[src/rtl/vend_dispenser_if.sv]
// Bundle of request, actuator, sensor and status signals between the vending
// controller and its surroundings. Signal names are from the dispenser's view.
interface vend_dispenser_if;
    logic       vend_i;
    logic [1:0] change_i;
    logic       motor_o;
    logic       motor_done_i;
    logic       hopper_o;
    logic       coin_seen_i;
    logic       refill_i;
    logic       fault_clr_i;
    logic       busy_o;
    logic       fault_o;
    logic       overflow_o;
    logic       short_o;
    logic       bad_code_o;
    logic [7:0] bottle_cnt_o;
    logic [7:0] coin_cnt_o;

    modport slave (
        input  vend_i, change_i, motor_done_i, coin_seen_i, refill_i, fault_clr_i,
        output motor_o, hopper_o, busy_o, fault_o, overflow_o, short_o, bad_code_o,
               bottle_cnt_o, coin_cnt_o
    );

    modport master (
        output vend_i, change_i, motor_done_i, coin_seen_i, refill_i, fault_clr_i,
        input  motor_o, hopper_o, busy_o, fault_o, overflow_o, short_o, bad_code_o,
               bottle_cnt_o, coin_cnt_o
    );
endinterface

[src/rtl/vend_dispenser.sv]
// Vending dispenser controller: queues vend/change requests, then drives the
// bottle motor and coin hopper one action at a time with a gap between actions,
// an actuator timeout leading to FAULT, and stock counters that never wrap.
module vend_dispenser #(
    parameter int FIFO_DEPTH  = 4,
    parameter int ACT_TIMEOUT = 255,
    parameter int GAP_CYCLES  = 2,
    parameter int BOTTLE_INIT = 15,
    parameter int COIN_INIT   = 31
) (
    input logic              clk,
    input logic              rst,
    vend_dispenser_if.slave  bus
);
    localparam int AW   = $clog2(FIFO_DEPTH);
    localparam int CW   = $clog2(FIFO_DEPTH + 1);
    localparam int TMAX = (ACT_TIMEOUT > GAP_CYCLES) ? ACT_TIMEOUT : GAP_CYCLES;
    localparam int TW   = $clog2(TMAX + 1);
    localparam logic [TW-1:0] ACT_LAST   = TW'(ACT_TIMEOUT - 1);
    localparam logic [TW-1:0] GAP_LAST   = TW'(GAP_CYCLES - 1);
    localparam logic [7:0]    BOTTLE_RST = 8'(BOTTLE_INIT);
    localparam logic [7:0]    COIN_RST   = 8'(COIN_INIT);

    typedef enum logic [2:0] {
        S_IDLE   = 3'd0,
        S_BOTTLE = 3'd1,
        S_COIN   = 3'd2,
        S_GAP    = 3'd3,
        S_FAULT  = 3'd4
    } state_t;

    state_t         state_q, state_d;
    logic [TW-1:0]  timer_q, timer_d;
    logic           job_vend_q, job_vend_d;
    logic [1:0]     job_coins_q, job_coins_d;
    logic [2:0]     mem_q [FIFO_DEPTH];
    logic [AW-1:0]  wr_ptr_q, rd_ptr_q;
    logic [CW-1:0]  count_q, count_d;
    logic [7:0]     bottle_cnt_q, coin_cnt_q;
    logic           motor_q, hopper_q, fault_q, busy_q, overflow_q, short_q, bad_q;
    logic           motor_d, hopper_d, fault_d, busy_d, overflow_d, short_d, bad_d;

    logic           req_s, bad_s, push_s, pop_s, drop_s, full_s, empty_s;
    logic [2:0]     entry_s, head_s;
    logic           cand_vend_s, dec_vend_s, dec_short_s, short_set_s;
    logic [1:0]     cand_coins_s, dec_coins_s;
    state_t         dec_state_s;
    logic           bottle_dec_s, coin_dec_s;

    // A request is any cycle with a vend or a change code; code 11 queues as zero coins.
    assign req_s   = bus.vend_i | (bus.change_i != 2'b00);
    assign bad_s   = (bus.change_i == 2'b11);
    assign entry_s = {bus.vend_i, (bad_s ? 2'b00 : bus.change_i)};
    assign full_s  = (count_q == CW'(FIFO_DEPTH));
    assign empty_s = (count_q == CW'(0));
    assign pop_s   = (state_q == S_IDLE) && !empty_s;
    assign push_s  = req_s && (!full_s || pop_s);
    assign drop_s  = req_s && !push_s;
    assign head_s  = mem_q[rd_ptr_q];

    // The job considered at a decision point: FIFO head when idle, else the job register.
    assign cand_vend_s  = (state_q == S_IDLE) ? head_s[2]   : job_vend_q;
    assign cand_coins_s = (state_q == S_IDLE) ? head_s[1:0] : job_coins_q;

    // FIFO occupancy for the next cycle.
    always_comb begin
        count_d = count_q;
        case ({push_s, pop_s})
            2'b10:   count_d = count_q + CW'(1);
            2'b01:   count_d = count_q - CW'(1);
            default: count_d = count_q;
        endcase
    end

    // Request FIFO storage and pointers.
    always_ff @(posedge clk) begin
        if (rst) begin
            wr_ptr_q <= AW'(0);
            rd_ptr_q <= AW'(0);
            count_q  <= CW'(0);
        end else begin
            if (push_s) begin
                mem_q[wr_ptr_q] <= entry_s;
                wr_ptr_q        <= wr_ptr_q + AW'(1);
            end
            if (pop_s) begin
                rd_ptr_q <= rd_ptr_q + AW'(1);
            end
            count_q <= count_d;
        end
    end

    // Action decision: drop out-of-stock items, then bottle first, then coins.
    always_comb begin
        dec_vend_s  = cand_vend_s;
        dec_coins_s = cand_coins_s;
        dec_short_s = 1'b0;
        dec_state_s = S_IDLE;
        if (cand_vend_s && (bottle_cnt_q == 8'd0)) begin
            dec_vend_s  = 1'b0;
            dec_short_s = 1'b1;
        end else begin
            dec_vend_s  = cand_vend_s;
        end
        if ((cand_coins_s != 2'd0) && (coin_cnt_q == 8'd0)) begin
            dec_coins_s = 2'd0;
            dec_short_s = 1'b1;
        end else begin
            dec_coins_s = cand_coins_s;
        end
        if (dec_vend_s) begin
            dec_state_s = S_BOTTLE;
        end else if (dec_coins_s != 2'd0) begin
            dec_state_s = S_COIN;
        end else begin
            dec_state_s = S_IDLE;
        end
    end

    // Next-state logic: sequencing, actuator timeout and job bookkeeping.
    always_comb begin
        state_d      = state_q;
        timer_d      = timer_q;
        job_vend_d   = job_vend_q;
        job_coins_d  = job_coins_q;
        short_set_s  = 1'b0;
        bottle_dec_s = 1'b0;
        coin_dec_s   = 1'b0;
        case (state_q)
            S_IDLE: begin
                if (pop_s) begin
                    state_d     = dec_state_s;
                    job_vend_d  = dec_vend_s;
                    job_coins_d = dec_coins_s;
                    short_set_s = dec_short_s;
                    timer_d     = TW'(0);
                end else begin
                    state_d = S_IDLE;
                end
            end
            S_BOTTLE: begin
                if (bus.motor_done_i) begin
                    state_d      = S_GAP;
                    timer_d      = TW'(0);
                    job_vend_d   = 1'b0;
                    bottle_dec_s = 1'b1;
                end else if (timer_q == ACT_LAST) begin
                    state_d = S_FAULT;
                end else begin
                    timer_d = timer_q + TW'(1);
                end
            end
            S_COIN: begin
                if (bus.coin_seen_i) begin
                    state_d     = S_GAP;
                    timer_d     = TW'(0);
                    job_coins_d = job_coins_q - 2'd1;
                    coin_dec_s  = 1'b1;
                end else if (timer_q == ACT_LAST) begin
                    state_d = S_FAULT;
                end else begin
                    timer_d = timer_q + TW'(1);
                end
            end
            S_GAP: begin
                if (timer_q == GAP_LAST) begin
                    state_d     = dec_state_s;
                    job_vend_d  = dec_vend_s;
                    job_coins_d = dec_coins_s;
                    short_set_s = dec_short_s;
                    timer_d     = TW'(0);
                end else begin
                    timer_d = timer_q + TW'(1);
                end
            end
            S_FAULT: begin
                if (bus.fault_clr_i) begin
                    state_d     = S_IDLE;
                    job_vend_d  = 1'b0;
                    job_coins_d = 2'd0;
                    timer_d     = TW'(0);
                end else begin
                    state_d = S_FAULT;
                end
            end
            default: begin
                state_d = S_IDLE;
            end
        endcase
    end

    // State, timer and job register.
    always_ff @(posedge clk) begin
        if (rst) begin
            state_q     <= S_IDLE;
            timer_q     <= TW'(0);
            job_vend_q  <= 1'b0;
            job_coins_q <= 2'd0;
        end else begin
            state_q     <= state_d;
            timer_q     <= timer_d;
            job_vend_q  <= job_vend_d;
            job_coins_q <= job_coins_d;
        end
    end

    // Stock counters: refill beats a same-cycle decrement, and they saturate at zero.
    always_ff @(posedge clk) begin
        if (rst || bus.refill_i) begin
            bottle_cnt_q <= BOTTLE_RST;
            coin_cnt_q   <= COIN_RST;
        end else begin
            if (bottle_dec_s && (bottle_cnt_q != 8'd0)) begin
                bottle_cnt_q <= bottle_cnt_q - 8'd1;
            end
            if (coin_dec_s && (coin_cnt_q != 8'd0)) begin
                coin_cnt_q <= coin_cnt_q - 8'd1;
            end
        end
    end

    // Output values derived from the next state; sticky flags clear on fault_clr.
    always_comb begin
        motor_d  = (state_d == S_BOTTLE);
        hopper_d = (state_d == S_COIN);
        fault_d  = (state_d == S_FAULT);
        busy_d   = (count_d != CW'(0)) || (state_d != S_IDLE);
        if (bus.fault_clr_i) begin
            overflow_d = 1'b0;
            short_d    = 1'b0;
            bad_d      = 1'b0;
        end else begin
            overflow_d = overflow_q | drop_s;
            short_d    = short_q | short_set_s;
            bad_d      = bad_q | (req_s & bad_s);
        end
    end

    // Output registers.
    always_ff @(posedge clk) begin
        if (rst) begin
            motor_q    <= 1'b0;
            hopper_q   <= 1'b0;
            fault_q    <= 1'b0;
            busy_q     <= 1'b0;
            overflow_q <= 1'b0;
            short_q    <= 1'b0;
            bad_q      <= 1'b0;
        end else begin
            motor_q    <= motor_d;
            hopper_q   <= hopper_d;
            fault_q    <= fault_d;
            busy_q     <= busy_d;
            overflow_q <= overflow_d;
            short_q    <= short_d;
            bad_q      <= bad_d;
        end
    end

    assign bus.motor_o      = motor_q;
    assign bus.hopper_o     = hopper_q;
    assign bus.fault_o      = fault_q;
    assign bus.busy_o       = busy_q;
    assign bus.overflow_o   = overflow_q;
    assign bus.short_o      = short_q;
    assign bus.bad_code_o   = bad_q;
    assign bus.bottle_cnt_o = bottle_cnt_q;
    assign bus.coin_cnt_o   = coin_cnt_q;
endmodule

[src/flat_wrapper.sv]
// flat-port wrapper written by rule: the top's interface ports become plain ports
module vend_dispenser_flat 
#(
    parameter int FIFO_DEPTH  = 4,
    parameter int ACT_TIMEOUT = 255,
    parameter int GAP_CYCLES  = 2,
    parameter int BOTTLE_INIT = 15,
    parameter int COIN_INIT   = 31
)
  (clk, rst, bus_vend_i, bus_change_i, bus_motor_done_i, bus_coin_seen_i, bus_refill_i, bus_fault_clr_i, bus_motor_o, bus_hopper_o, bus_busy_o, bus_fault_o, bus_overflow_o, bus_short_o, bus_bad_code_o, bus_bottle_cnt_o, bus_coin_cnt_o);
  vend_dispenser_if bus_i ();
  input logic clk;
  input logic rst;
  input wire logic [$bits(bus_i.vend_i)-1:0] bus_vend_i;
  input wire logic [$bits(bus_i.change_i)-1:0] bus_change_i;
  input wire logic [$bits(bus_i.motor_done_i)-1:0] bus_motor_done_i;
  input wire logic [$bits(bus_i.coin_seen_i)-1:0] bus_coin_seen_i;
  input wire logic [$bits(bus_i.refill_i)-1:0] bus_refill_i;
  input wire logic [$bits(bus_i.fault_clr_i)-1:0] bus_fault_clr_i;
  output wire logic [$bits(bus_i.motor_o)-1:0] bus_motor_o;
  output wire logic [$bits(bus_i.hopper_o)-1:0] bus_hopper_o;
  output wire logic [$bits(bus_i.busy_o)-1:0] bus_busy_o;
  output wire logic [$bits(bus_i.fault_o)-1:0] bus_fault_o;
  output wire logic [$bits(bus_i.overflow_o)-1:0] bus_overflow_o;
  output wire logic [$bits(bus_i.short_o)-1:0] bus_short_o;
  output wire logic [$bits(bus_i.bad_code_o)-1:0] bus_bad_code_o;
  output wire logic [$bits(bus_i.bottle_cnt_o)-1:0] bus_bottle_cnt_o;
  output wire logic [$bits(bus_i.coin_cnt_o)-1:0] bus_coin_cnt_o;
  assign bus_i.vend_i = bus_vend_i;
  assign bus_i.change_i = bus_change_i;
  assign bus_i.motor_done_i = bus_motor_done_i;
  assign bus_i.coin_seen_i = bus_coin_seen_i;
  assign bus_i.refill_i = bus_refill_i;
  assign bus_i.fault_clr_i = bus_fault_clr_i;
  assign bus_motor_o = bus_i.motor_o;
  assign bus_hopper_o = bus_i.hopper_o;
  assign bus_busy_o = bus_i.busy_o;
  assign bus_fault_o = bus_i.fault_o;
  assign bus_overflow_o = bus_i.overflow_o;
  assign bus_short_o = bus_i.short_o;
  assign bus_bad_code_o = bus_i.bad_code_o;
  assign bus_bottle_cnt_o = bus_i.bottle_cnt_o;
  assign bus_coin_cnt_o = bus_i.coin_cnt_o;
  vend_dispenser #(.FIFO_DEPTH(FIFO_DEPTH), .ACT_TIMEOUT(ACT_TIMEOUT), .GAP_CYCLES(GAP_CYCLES), .BOTTLE_INIT(BOTTLE_INIT), .COIN_INIT(COIN_INIT)) u_core (.clk(clk), .rst(rst), .bus(bus_i));
endmodule
[config.mk]
export PLATFORM = sky130hd
export DESIGN_NAME = vend_dispenser_flat
export DESIGN_NICKNAME = d
export VERILOG_FILES = /design/src/rtl/vend_dispenser_if.sv /design/src/rtl/vend_dispenser.sv /design/src/flat_wrapper.sv
export SDC_FILE = /design/constraint.sdc
export NUM_CORES = 1
export LEC_CHECK = 0
export BUFFER_PORTS_ARGS = -buffer_cell sky130_fd_sc_hd__buf_2
export CAP_MARGIN = 30
export CORE_MARGIN = 5
export CORE_UTILIZATION = 60
export DETAILED_ROUTE_END_ITERATION = 12
export MAX_ROUTING_LAYER = met4
export PLACE_DENSITY = 0.88
export SYNTH_ARGS = -nofsm -noshare
export SYNTH_HDL_FRONTEND = slang
export SYNTH_SLANG_ARGS = --single-unit
[constraint.sdc]
create_clock -name clk -period 3.6 [get_ports clk]
set_input_delay 0.36 -clock clk [delete_from_list [all_inputs] [get_ports clk]]
set_output_delay 0.36 -clock clk [all_outputs]
set_load 0.01 [all_outputs]
==> flow_metrics.tcl, run 1 <==
set metrics [dict create \
    outcome "finished clean" \
    max_freq_mhz 359 \
    end_kind "flip-flop" \
    gp_routability_congestion 0.833 \
    cp_data_arrival_time_ps 2970 \
    critPathMaxFanout 18 \
    slew_headroom 0.571 \
    netlist_top_cells_area "dfxtp_1, edfxtp_1, nor2_1, ha_1, a21oi_1" \
    port_buffers 31 \
    die-area_mm2 0.00646 \
    worst_pin_slew_ps 638 \
    rsz0062_at_grt "no" \
    detail-route-antenna-nets 0 \
    cp_num_buf_inv 1 \
    ys_types 58 \
    core_mm2 0.00475 \
    synth_edf_count 12 \
    diodes 0 \
    drc 0 \
    cpMaxStageDelayCell "dfxtp_1" \
    via_per_inst 5.78 \
    yosysSeqAreaShare 0.431 \
    cpPeakStageDelay_ps 650 \
    multi_input_area_mm2 0.00159 \
    setup_viol 0 \
    min_period_ps 2790 \
    min_path_type "input port to flip-flop" \
    register_area_mm2 0.00128 \
    fin_tns_setup_ps 0 \
    syn_area_mm2 0.00297 \
    cp_cell_sequence "nor3_2 -> o21ai_1 -> ha_1 -> inv_1 -> fa_1 -> xnor2_1 -> xnor2_1 -> nand3_1 -> o21ai_0 -> a41oi_1" \
    power_frac_comb 0.304 \
    yosysWarnings 0 \
    cts.sinks 58 \
    ys_ff_latch 58 \
    powerDensity_mw_per_mm2 623 \
    antenna_found_initial 0 \
    firstDrtPassIters 4 \
    critPathLaunchType "flip-flop" \
    pwr-share-clk 0.298 \
    synthCells 322 \
    final_common_cell "dfxtp_1" \
    wl_per_cell_um 14.9 \
    hold_viol 0 \
    ioPinCount 32 \
    async_flop_share 0 \
    synthFlopType "dfxtp_1" \
    clk_pin_slew_worst_paths_ps 60 \
    synth_top_area_cell "dfxtp_1" \
    dp_hpwl_um 4510 \
    h-tree-depth 3 \
    grt_max_degree 35 \
    track_usage 0.222 \
    grt_overflow 0 \
    p_int_w 0.00140 \
    ctsLongestPathBuffers 2 \
    fillers 351 \
    wirelength_um 6350 \
    p_sw_w 0.000707 \
    worstSkewPairLatency_ps 340 \
    crit_type "flip-flop to flip-flop" \
    path_delay_family "flip-flops" \
    peakVddDrop_mv 0.393 \
    timing.final.crit_share 0.774 \
    start_util 0.625 \
    cts_buffers 9 \
    die_w_um 80.4 \
    drive_above_1_share 0.156 \
    power.share.switching 0.336 \
    cellLeakagePower_nw 1.33 \
    avgSynthCellArea_um2 9.22 \
    final_net_count 376 \
    grt_pass1_vias 2405 \
    syn-num-nets 344 \
    final_area_mm2 0.00338 \
    final_cell_mix "dfxtp_1, nor2_1, buf_2" \
    required_ps 3790 \
    via_count 2463 \
    cts_hold_buf 0 \
    rows 25 \
    cts_resized 0 \
    drv_slew 0 \
    synth_top_cell_area_share 0.310 \
    finClkSkew_ps 6.60 \
    max_cap_violations 0 \
    area_growth_pct 13.8 \
    cts_tree "built" \
    clk_root_buffer_cell "clkbuf_8" \
    cts_setup_buffers 0 \
    drtIter0Drc 170 \
    grt_pass1_wl_um 10700 \
    post_dp_cell_area_mm2 0.00317 \
    die_y_um 80.4 \
    cp_common_cell "xnor2_1" \
    p_seq_frac 0.398 \
]
-- cells by family after synthesis --
logic type / after synthesis / share of synthesized area
and+or+nand+nor: 127 / 0.230
AOI/OAI and AO/OA: 72 / 0.152
DFF: 58 / 0.431
buffers and inverters: 26 / 0.0329
xor gates and xnor gates: 20 / 0.0590
adders and majority gates: 13 / 0.0573
muxes: 6 / 0.0375
-- synthesized netlist by cell type (all sizes together), types with 3 or more instances --
| master | n |
|---|---|
| a211oi | 4 |
| a21oi | 22 |
| and2 | 5 |
| and3 | 3 |
| clkbuf | 9 |
| dfxtp | 46 |
| edfxtp | 12 |
| ha | 12 |
| inv | 16 |
| mux4 | 4 |
| nand2 | 20 |
| nand3 | 9 |
| nand3b | 3 |
| nand4b | 3 |
| nor2 | 42 |
| nor2b | 7 |
| nor3 | 9 |
| nor3b | 6 |
| o21ai | 23 |
| or3 | 3 |
| xnor2 | 8 |
| xor2 | 12 |
-- power by group through the flow --
stage	Sequential, W	Combinational (W)	Clock, W
floorplan	0.000821	0.000511	0
global placement	0.000843	0.000609	0
detailed placement	0.000850	0.000634	0
CTS	0.000836	0.000642	0.000635
global route	0.000852	0.000716	0.000670
finish	0.000837	0.000641	0.000628
-- path summary, 6_finish.rpt --
path,slack [ps],endpoint,cells after the start,from
min,250,u_core.mem_q[0][2],1,bus_vend_i
max,810,u_core.bus.busy_o,10,u_core.state_q[2]
min reg2reg,460,u_core.bus.short_o,2,u_core.bus.short_o
max reg2reg,810,u_core.bus.busy_o,10,u_core.state_q[2]
-- through the flow --
stage / hold WS, ps / setup slack, ps / utilization / cells / power, W
after floorplan: 438 / 1110 / - / 322 / 0.00133
after global placement: 445 / 955 / 0.667 / 410 / 0.00145
after detailed placement: 450 / 874 / 0.667 / 410 / 0.00148
after CTS: 241 / 843 / 0.711 / 426 / 0.00211
after global routing: 243 / 562 / 0.711 / 426 / 0.00224
final: 252 / 814 / 0.711 / 426 / 0.00211
-- final cells by class --
| cell class | count | area share |
|---|---|---|
| Timing Repair Buffer | 31 | 0.0459 |
| Sequential cell | 58 | 0.379 |
| Tap cell | 67 | 0.0248 |
| Inverter | 16 | 0.0178 |
| Clock inverter | 2 | 0.0104 |
| Clock buffer | 14 | 0.0511 |
| Multi-Input combinational cell | 238 | 0.471 |
-- routing by layer --
layer / part of all wire / wire length (um) / track usage / vias to the layer above
li1: - / - / - / 1218
met1: 0.43 / 2760 / 0.246 / 1157
met2: 0.48 / 3080 / 0.356 / 73
met3: 0.055 / 352 / 0.0527 / 15
met4: 0.025 / 159 / 0.149 / 0
met5: 0 / 0 / - / -
-- state kept, by name (all words and copies together) (netlist names), 2 cells and up, named ones only --
| register | count |
|---|---|
| u_core.bus.bottle_cnt_o | 8 |
| u_core.job_coins_q | 2 |
| u_core.timer_q | 8 |
| u_core.mem_q | 12 |
| u_core.wr_ptr_q | 2 |
| u_core.bus.coin_cnt_o | 8 |
| u_core.state_q | 3 |
| u_core.rd_ptr_q | 2 |
| u_core.count_q | 3 |
No activity file was read; power rests on OpenSTA's default activity.
==> run 2: changes to the inputs <==
Settings changed: CORE_UTILIZATION 60 to 53, PLACE_DENSITY 0.88 to 0.83.
Clock period 3.6 ns to 2.4 ns, I/O delays scaled along.
==> flow_metrics.tcl, run 2 (synthesized netlist as in run 1, its figures left out) <==
set metrics [dict create \
    setup_viol 0 \
    cp_data_arrival_time_ps 2420 \
    p_int_w 0.00231 \
    fin_tns_setup_ps 0 \
    final_common_cell "dfxtp_1" \
    cts_tree "built" \
    worst_pin_slew_ps 651 \
    power_frac_comb 0.324 \
    via_count 2523 \
    area_growth_pct 19.0 \
    powerDensity_mw_per_mm2 969 \
    die_y_um 84.9 \
    timing.final.crit_share 0.924 \
    worstSkewPairLatency_ps 340 \
    cts.sinks 58 \
    rows 27 \
    final_cell_mix "dfxtp_1, nor2_1, buf_2" \
    grt_overflow 0 \
    end_kind "flip-flop" \
    wl_per_cell_um 14.2 \
    critPathMaxFanout 2 \
    slew_headroom 0.562 \
    grt_pass1_vias 2411 \
    gp_routability_congestion 0.850 \
    pwr-share-clk 0.320 \
    port_buffers 31 \
    ctsLongestPathBuffers 2 \
    top_register "u_core.mem_q" \
    max_freq_mhz 451 \
    fin_util 0.646 \
    grt_max_degree 21 \
    cts_hold_buf 0 \
    diodes 0 \
    firstDrtPassIters 5 \
    peakVddDrop_mv 0.702 \
    drtIter0Drc 284 \
    start_util 0.543 \
    largest_reg_flops 12 \
    crit_type "flip-flop to flip-flop" \
    via_per_inst 5.70 \
    min_path_type "input port to flip-flop" \
    power.share.switching 0.325 \
    clk_pin_slew_worst_paths_ps 70 \
    drv_slew 0 \
    finClkSkew_ps 9.74 \
    cts_buffers 9 \
    track_usage 0.190 \
    required_ps 2600 \
    dp_hpwl_um 4600 \
    die_w_um 84.9 \
    hold_viol 0 \
    drive_above_1_share 0.205 \
    outcome "finished clean" \
    antenna_found_initial 0 \
    h-tree-depth 3 \
    wirelength_um 6310 \
    die-area_mm2 0.00720 \
    rsz0062_at_grt "no" \
    clk_root_buffer_cell "clkbuf_8" \
    p_sw_w 0.00111 \
    cellLeakagePower_nw 1.41 \
    p_seq_frac 0.356 \
    critPathLaunchType "flip-flop" \
    core_mm2 0.00547 \
    min_period_ps 2220 \
    detail-route-antenna-nets 0 \
    drc 0 \
    max_cap_violations 0 \
    grt_pass1_wl_um 10700 \
    final_net_count 388 \
    ioPinCount 32 \
]
-- run 2: changes by cell type in the layout (fill, tap and decap cells not counted), sizes merged --
| cell | previous run | this run |
|---|---|---|
| clkinv | 1 | 2 |
| bufinv | 1 | 3 |
| clkbuf | 14 | 9 |
| buf | 31 | 43 |
| clkinvlp | 0 | 1 |
| inv | 16 | 17 |
-- run 2: worst paths after layout --
kind,startpoint,endpoint,slack (ps),cells past startpoint
worst max-delay path,u_core.state_q[2],u_core.bus.busy_o,180,10
worst min-delay path,bus_vend_i,u_core.mem_q[0][2],130,1
worst max register to register,u_core.state_q[2],u_core.bus.busy_o,180,10
worst min register to register,u_core.bus.short_o,u_core.bus.short_o,470,2
-- run 2: power groups by stage --
stage	Sequential (W)	Combinational [W]	Clock [W]
3_5_place_dp	0.00124	0.00108	0
3_3_place_gp	0.00123	0.00104	0
5_1_grt	0.00124	0.00124	0.00116
4_1_cts	0.00122	0.00109	0.00112
2_1_floorplan	0.00123	0.000787	0
6_report	0.00122	0.00111	0.00110
-- run 2: routing by layer --
layer  wire [um]  vias to the layer above  GRT usage  share of wire
li1            -                     1245          -              -
met1        2780                     1177      0.227           0.44
met2        2940                       87      0.304           0.47
met3         447                       14     0.0437          0.071
met4         144                        0     0.0906          0.023
met5           0                        -          -              0
-- run 2: what timing repair did --
item                                    CTS  global route
buffers inserted                          0             1
endpoints found under the setup margin    0             1
resized for setup                         0             4
-- run 2: cell type report --
type | count | area (um^2)
clock buffer | 9 | 124
clock inverter | 7 | 116
fill | 455 | 1940
inverter | 16 | 60.1
multi-input combinational | 238 | 1620
sequential | 58 | 1280
tap | 72 | 90.1
timing repair buffer | 43 | 249
-- run 2: stage by stage --
stage               power (W)  cell area [um^2]  cells  hold WS [ps]  setup slack, ps
finish                0.00343              3540    443           127              182
global placement      0.00228              3280    426           444              138
detailed placement    0.00232              3280    426           458             29.2
CTS                   0.00342              3520    442           115             63.6
global route          0.00364              3540    443           123             3.83
floorplan             0.00202              2990    322           318             1.00
-- run 2: critical path, stage by stage (launching register included) --
cell     delay [ps]
dfxtp_1         320
or3_4           390
nor2_2          110
ha_2            190
inv_1            50
fa_2            350
xnor2_2         200
xnor2_1         130
nand3_1          90
o21ai_1         130
a41oi_1         110
